### config.mk
export PLATFORM = sky130hd
export DESIGN_NAME = seg_display_sched
export DESIGN_NICKNAME = d
export VERILOG_FILES = /design/src/rtl/seg_display_sched.sv
export SDC_FILE = /design/constraint.sdc
export NUM_CORES = 1
export LEC_CHECK = 0
export CORE_UTILIZATION = 45
export DETAILED_ROUTE_END_ITERATION = 6
export DONT_BUFFER_PORTS = 1
export PLACE_DENSITY = 0.65
export SYNTH_ARGS = -nofsm -noshare
export SYNTH_HDL_FRONTEND = slang
export SYNTH_SLANG_ARGS = --single-unit
export TNS_END_PERCENT = 20
### constraint.sdc
create_clock -name clk_clk -period 7.3 [get_ports clk_clk]
set_clock_uncertainty 0.2 [all_clocks]
set_input_delay 2.19 -clock clk_clk [delete_from_list [all_inputs] [get_ports clk_clk]]
set_output_delay 2.19 -clock clk_clk [all_outputs]
set_load 0.01 [all_outputs]
### src/rtl/seg_display_sched.sv
// Six-digit 7-segment scheduler: shares the display between a host write buffer
// and a BCD run counter that a debounced pushbutton clears.
module seg_display_sched #(
  parameter int unsigned TICK_DIV        = 50000000,
  parameter int unsigned DEBOUNCE_CYCLES = 500000
) (
  input  logic        clk_clk,
  input  logic        reset_reset,
  input  logic        button_n,
  input  logic [1:0]  mode_sw,
  input  logic        host_valid,
  output logic        host_ready,
  input  logic [2:0]  host_digit,
  input  logic [3:0]  host_value,
  output logic        host_err,
  output logic [23:0] count_bcd,
  output logic        wrap,
  output logic [6:0]  hex0,
  output logic [6:0]  hex1,
  output logic [6:0]  hex2,
  output logic [6:0]  hex3,
  output logic [6:0]  hex4,
  output logic [6:0]  hex5
);

  localparam int unsigned PRE_W    = $clog2(TICK_DIV);
  localparam int unsigned DB_W     = (DEBOUNCE_CYCLES > 1) ? $clog2(DEBOUNCE_CYCLES) : 1;
  localparam int unsigned N_DIGITS = 6;

  localparam logic [1:0] MODE_HOST  = 2'b00;
  localparam logic [1:0] MODE_RUN   = 2'b01;
  localparam logic [1:0] MODE_PAUSE = 2'b10;

  localparam logic [PRE_W-1:0] PRE_LAST = PRE_W'(TICK_DIV - 1);
  localparam logic [DB_W-1:0]  DB_LAST  = DB_W'(DEBOUNCE_CYCLES - 1);

  typedef enum logic [1:0] {DB_UP, DB_WAIT_DN, DB_DOWN, DB_WAIT_UP} db_state_e;

  function automatic logic [6:0] seg_decode(input logic [3:0] v);
    logic [6:0] s;
    case (v)
      4'h0: s = 7'h40;  4'h1: s = 7'h79;  4'h2: s = 7'h24;  4'h3: s = 7'h30;
      4'h4: s = 7'h19;  4'h5: s = 7'h12;  4'h6: s = 7'h02;  4'h7: s = 7'h78;
      4'h8: s = 7'h00;  4'h9: s = 7'h10;  4'hA: s = 7'h08;  4'hB: s = 7'h03;
      4'hC: s = 7'h46;  4'hD: s = 7'h21;  4'hE: s = 7'h06;  default: s = 7'h0E;
    endcase
    return s;
  endfunction

  logic [1:0]       btn_sync_q;
  logic [1:0]       mode_s1_q, mode_s2_q;
  logic             btn_s;
  logic [1:0]       mode_s;
  db_state_e        db_state_q;
  logic [DB_W-1:0]  db_cnt_q;
  logic             press_q;
  logic [PRE_W-1:0] pre_q, pre_d;
  logic [23:0]      count_q, count_d, count_inc;
  logic             wrap_q, wrap_d;
  logic             tick_c;
  logic             host_ready_q, host_err_q;
  logic             xfer_c;
  logic [3:0]       buf_q [N_DIGITS];
  logic [6:0]       hex_q [N_DIGITS];
  logic [6:0]       hex_d [N_DIGITS];

  // Two-flop synchronizers for the asynchronous board inputs
  always_ff @(posedge clk_clk or posedge reset_reset) begin
    if (reset_reset) begin
      btn_sync_q <= 2'b11;
      mode_s1_q  <= MODE_HOST;
      mode_s2_q  <= MODE_HOST;
    end else begin
      btn_sync_q <= {btn_sync_q[0], button_n};
      mode_s1_q  <= mode_sw;
      mode_s2_q  <= mode_s1_q;
    end
  end

  assign btn_s  = btn_sync_q[1];
  assign mode_s = mode_s2_q;

  // Debounce FSM; press_q pulses once per accepted press, never on release
  always_ff @(posedge clk_clk or posedge reset_reset) begin
    if (reset_reset) begin
      db_state_q <= DB_UP;
      db_cnt_q   <= '0;
      press_q    <= 1'b0;
    end else begin
      press_q <= 1'b0;
      case (db_state_q)
        DB_UP: begin
          if (!btn_s) begin
            db_state_q <= DB_WAIT_DN;
            db_cnt_q   <= '0;
          end
        end
        DB_WAIT_DN: begin
          if (btn_s) begin
            db_state_q <= DB_UP;
          end else if (db_cnt_q == DB_LAST) begin
            db_state_q <= DB_DOWN;
            press_q    <= 1'b1;
          end else begin
            db_cnt_q <= db_cnt_q + DB_W'(1);
          end
        end
        DB_DOWN: begin
          if (btn_s) begin
            db_state_q <= DB_WAIT_UP;
            db_cnt_q   <= '0;
          end
        end
        DB_WAIT_UP: begin
          if (!btn_s) begin
            db_state_q <= DB_DOWN;
          end else if (db_cnt_q == DB_LAST) begin
            db_state_q <= DB_UP;
          end else begin
            db_cnt_q <= db_cnt_q + DB_W'(1);
          end
        end
        default: db_state_q <= DB_UP;
      endcase
    end
  end

  // BCD increment with ripple carry across the six digits
  always_comb begin
    logic carry;
    carry     = 1'b1;
    count_inc = count_q;
    for (int i = 0; i < int'(N_DIGITS); i++) begin
      if (carry) begin
        if (count_q[4*i +: 4] == 4'd9) begin
          count_inc[4*i +: 4] = 4'd0;
        end else begin
          count_inc[4*i +: 4] = count_q[4*i +: 4] + 4'd1;
          carry = 1'b0;
        end
      end
    end
  end

  assign tick_c = (mode_s == MODE_RUN) && (pre_q == PRE_LAST);

  // Prescaler/counter next state; a press overrides a coincident tick
  always_comb begin
    pre_d   = pre_q;
    count_d = count_q;
    wrap_d  = 1'b0;
    if (press_q) begin
      pre_d   = '0;
      count_d = '0;
    end else if (tick_c) begin
      pre_d   = '0;
      count_d = count_inc;
      wrap_d  = (count_q == 24'h999999);
    end else if (mode_s == MODE_RUN) begin
      pre_d = pre_q + PRE_W'(1);
    end
  end

  assign xfer_c = host_valid && host_ready_q;

  // Display source select
  always_comb begin
    for (int i = 0; i < int'(N_DIGITS); i++) begin
      hex_d[i] = 7'h7F;
      if (mode_s == MODE_HOST) begin
        hex_d[i] = seg_decode(buf_q[i]);
      end else if ((mode_s == MODE_RUN) || (mode_s == MODE_PAUSE)) begin
        hex_d[i] = seg_decode(count_q[4*i +: 4]);
      end
    end
  end

  always_ff @(posedge clk_clk or posedge reset_reset) begin
    if (reset_reset) begin
      pre_q        <= '0;
      count_q      <= '0;
      wrap_q       <= 1'b0;
      host_ready_q <= 1'b0;
      host_err_q   <= 1'b0;
      for (int i = 0; i < int'(N_DIGITS); i++) begin
        buf_q[i] <= 4'h0;
        hex_q[i] <= 7'h7F;
      end
    end else begin
      pre_q        <= pre_d;
      count_q      <= count_d;
      wrap_q       <= wrap_d;
      host_ready_q <= (mode_s == MODE_HOST);
      host_err_q   <= xfer_c && (host_digit > 3'd5);
      for (int i = 0; i < int'(N_DIGITS); i++) begin
        if (xfer_c && (host_digit == 3'(i))) begin
          buf_q[i] <= host_value;
        end
        hex_q[i] <= hex_d[i];
      end
    end
  end

  assign host_ready = host_ready_q;
  assign host_err   = host_err_q;
  assign count_bcd  = count_q;
  assign wrap       = wrap_q;
  assign hex0       = hex_q[0];
  assign hex1       = hex_q[1];
  assign hex2       = hex_q[2];
  assign hex3       = hex_q[3];
  assign hex4       = hex_q[4];
  assign hex5       = hex_q[5];

endmodule

==> summary.txt <==
Outcome
  – Status: finished clean

Worst hold path
  – WHS Path Cells: 0
  – Min-delay src: mode_s1_q[1]
  – Hold Path Sink: mode_s[1]
  – Hold WC Path Type: reg2reg

Timing
  – Fin worst setup slack: roughly 3700 ps
  – Period minus WS final: around 3600 ps
  – Hold Fails Final Rpt: 0
  – Final setup vio count: 0
  – RSZ-0062 raised after global routing: no
  – Worst rel slew slack: 23.58%
  – Total Neg Setup Slack: 0 ps
  – Slew Limit Fails: 0
  – Maximum clock frequency: ~280 MHz
  – Hold Slack: 147.7 ps
  – Slew @ Worst Pin: ~1100 ps
  – Period utilization: 49.40%

Die
  – Core area: 20300 sq um
  – Floorplan row count: 52
  – Die Y-Extent: 146.0 microns
  – Die width: roughly 150 microns
  – IO Count: 82
  – Die area: 21310 sq um
  – Effective utilization at floorplan: 45.95%

Finish
  – Non-filler cells, final: 1280
  – Number of fillers in the final layout: about 1.9k
  – Area grow syn2layout: 8.209%
  – Fin area: 10090 sq um
  – Final core occ: 49.72%
  – Layout Nets: between 1k and 1.5k
  – Antenna cells: 0
  – Layout cells sized above 1: approximately 12%

Routing
  – First drt pass iteration count: 4
  – Initial DRC count: 298
  – Final WL: 20800 microns
  – Vias per cell: 5.580
  – Final antenna-violating net count: 0
  – DRC Markers: 0
  – Wire per inst: between 15 and 20 microns
  – Total vias in the final route: 7143

Place
  – DP HPWL: 14330 microns
  – Placed cell areas: 9439 sq um
  – Pre-CTS WS: about 3600 ps
  – RePlAce Congestion: 0.8246
  – PortBufs: 0
  – Post-placement cell count: between 1k and 1.5k

Pwr
  – Worst vdd rail ir drop: 0.0001539 V
  – Leakage: 4.202 nW
  – Final Power: 2.360 mW
  – Pwr dens: 233.8 nW/um^2

Critical path
  – Reg-to-reg endpoint: pre_q[25]
  – Critical Path Fanout Max: 23
  – FF-to-FF Start: mode_s[1]
  – Setup crit start kind: register
  – Worst Path Arrival: 1220 ps
  – Worst reg-to-reg setup slack: roughly 4300 ps
  – R2R depth: 7
  – Req. time, crit path: 4910 ps
  – Worst Setup End Kind: output port
  – Critical path type: reg2out

Clocking
  – CTS tree: done
  – Setup bufs post-CTS: 0
  – # hold bufs at CTS: 0
  – Clock Tree Root: clkbuf_16
  – Post_cts resized: 0
  – Worst-Skew Late Latency: 430 ps
  – CTS max path bufs: 2
  – Clock transition at the registers of the reported paths: approximately 60 ps
  – TritonCTS Buffers: 17
  – H-tree Lvls: 4
  – Clock sink total: 147

Synthesis
  – Synth Warn #: 0
  – Netlist cell types: between 60 and 70
  – #FFs+latches synth: approximately 150
  – Syn Area/Cell: 9.012 sq um
  – Synth Cell Area: roughly 9300 sq um
  – Number of flops mapped to enable cells by yosys: 0
  – Synthesized net count: roughly 1.1k
  – Synth Flop Type: dfrtp_1
  – Register area share after synthesis: 40.03%
  – Async SR Flop Fraction: 100.0%
  – Synth Instances: 1035

Global routing
  – Total track usage: 20.19%
  – GRT Residual Overflow: 0
  – Initial antenna violation count: 0
  – First-pass GRT wire length: 34590 microns
  – Vias in the first global route: 6655
  – Pin count of the biggest net entering global routing: 100

Job
  – Max-Cap Viols: 0
-- per-layer routing --
metal / vias up / global-route usage [%] / wire length (microns)
met3: 17 / 4.075 / 648
li1: 3562 / - / -
met2: 101 / 31.41 / 9504
met1: 3463 / 28.24 / 10360
met5: - / 0 / 0
met4: 0 / 6.302 / 282
-- final cells by class --
class                   count  area (sq um)  area share, %
repair buffers              3         22.52         0.2231
well taps                 270         337.8          3.347
clock buffers              22         474.2          4.698
inverters                  43         166.4          1.649
flip-flops and latches    147          3734          36.99
clock inverters            10         180.2          1.785
multi-input cells         785          5179          51.31
-- worst register-to-register path: stages (launching register included) --
cell and delay (ps):
dfrtp_1 360, inv_1 70, ha_1 290, nand3_1 180, or3_1 560, or2_4 380, nand2b_1 680, nor2_1 130
-- worst max-delay path by stage --
stage                  start       endpoint  slack (ps)  cells after the start
2_1_floorplan    reset_reset      async pin        1030                      1
3_3_place_gp   host_digit[1]      buf_q[15]        3570                      3
3_5_place_dp   host_digit[1]      buf_q[15]        3560                      3
4_1_cts         count_bcd[6]   count_bcd[6]        3690                      0
5_1_grt         count_bcd[2]   count_bcd[2]        3610                      0
6_report       count_bcd[22]  count_bcd[22]        3690                      0
-- state kept, by name, summed over array words and instances, names as in the netlist, named ones only --
register and flops:
btn_sync_q 2, buf_q 24, count_bcd 24, db_cnt_q 19, db_state_q 1, hex0 7, hex1 7, hex2 7
hex3 7, hex4 7, hex5 7, host_err 1, host_ready 1, mode_s 2, mode_s1_q 2, pre_q 26
press_q 1, wrap 1
-- cells in the mapped netlist, drive strengths merged (13+ instances only) --
library cell / n / area, sq um
or3: 14 / 87.58
dfrtp: 103 / 2577
clkbuf: 49 / 183.9
ha: 76 / 950.9
dfstp: 44 / 1156
nand2b: 26 / 162.7
xor2: 21 / 183.9
nand2: 100 / 375.4
a21oi: 63 / 315.3
a31oi: 16 / 100.1
o211ai: 20 / 150.1
nand3: 41 / 205.2
nor2: 81 / 304.0
mux2i: 19 / 190.2
nand3b: 13 / 97.59
nor3: 27 / 145.1
o21ai: 90 / 450.4
inv: 43 / 161.4
mux2: 17 / 191.4
a21o: 25 / 187.7
nor2b: 16 / 100.1
nand4: 15 / 93.84
-- power breakdown --
group | switching, mW | internal, mW
Sequential | 0.121 | 0.918
Combinational | 0.199 | 0.149
Clock | 0.341 | 0.632
Total | 0.661 | 1.70
-- cell families after synthesis --
| group | after synthesis | synth area share [%] |
|---|---|---|
| adders and majority gates | 76 | 10.19 |
| and+or+nand+nor | 383 | 21.18 |
| xor gates and xnor gates | 32 | 3.005 |
| AOI/OAI and AO/OA | 258 | 17.02 |
| muxes | 36 | 4.091 |
| DFF | 147 | 40.03 |
| buffers and inverters | 103 | 4.480 |
-- cell usage in the layout, fill, tap and decap left out, types with 17 or more instances in the layout --
cell | netlist | layout
a21oi_1 | 63 | 63
a21o_1 | 25 | 25
nand3_1 | 41 | 41
o21ai_0 | 84 | 84
dfrtp_1 | 103 | 103
xor2_1 | 21 | 21
clkbuf_16 | 0 | 17
mux2_2 | 17 | 17
nand2_1 | 100 | 100
nand2b_1 | 26 | 26
inv_1 | 43 | 42
nor2_1 | 81 | 81
o211ai_1 | 20 | 20
ha_1 | 76 | 75
nor3_1 | 25 | 25
mux2i_1 | 19 | 19
dfstp_2 | 44 | 44
Note: power is estimated with default switching activity, not from simulation.
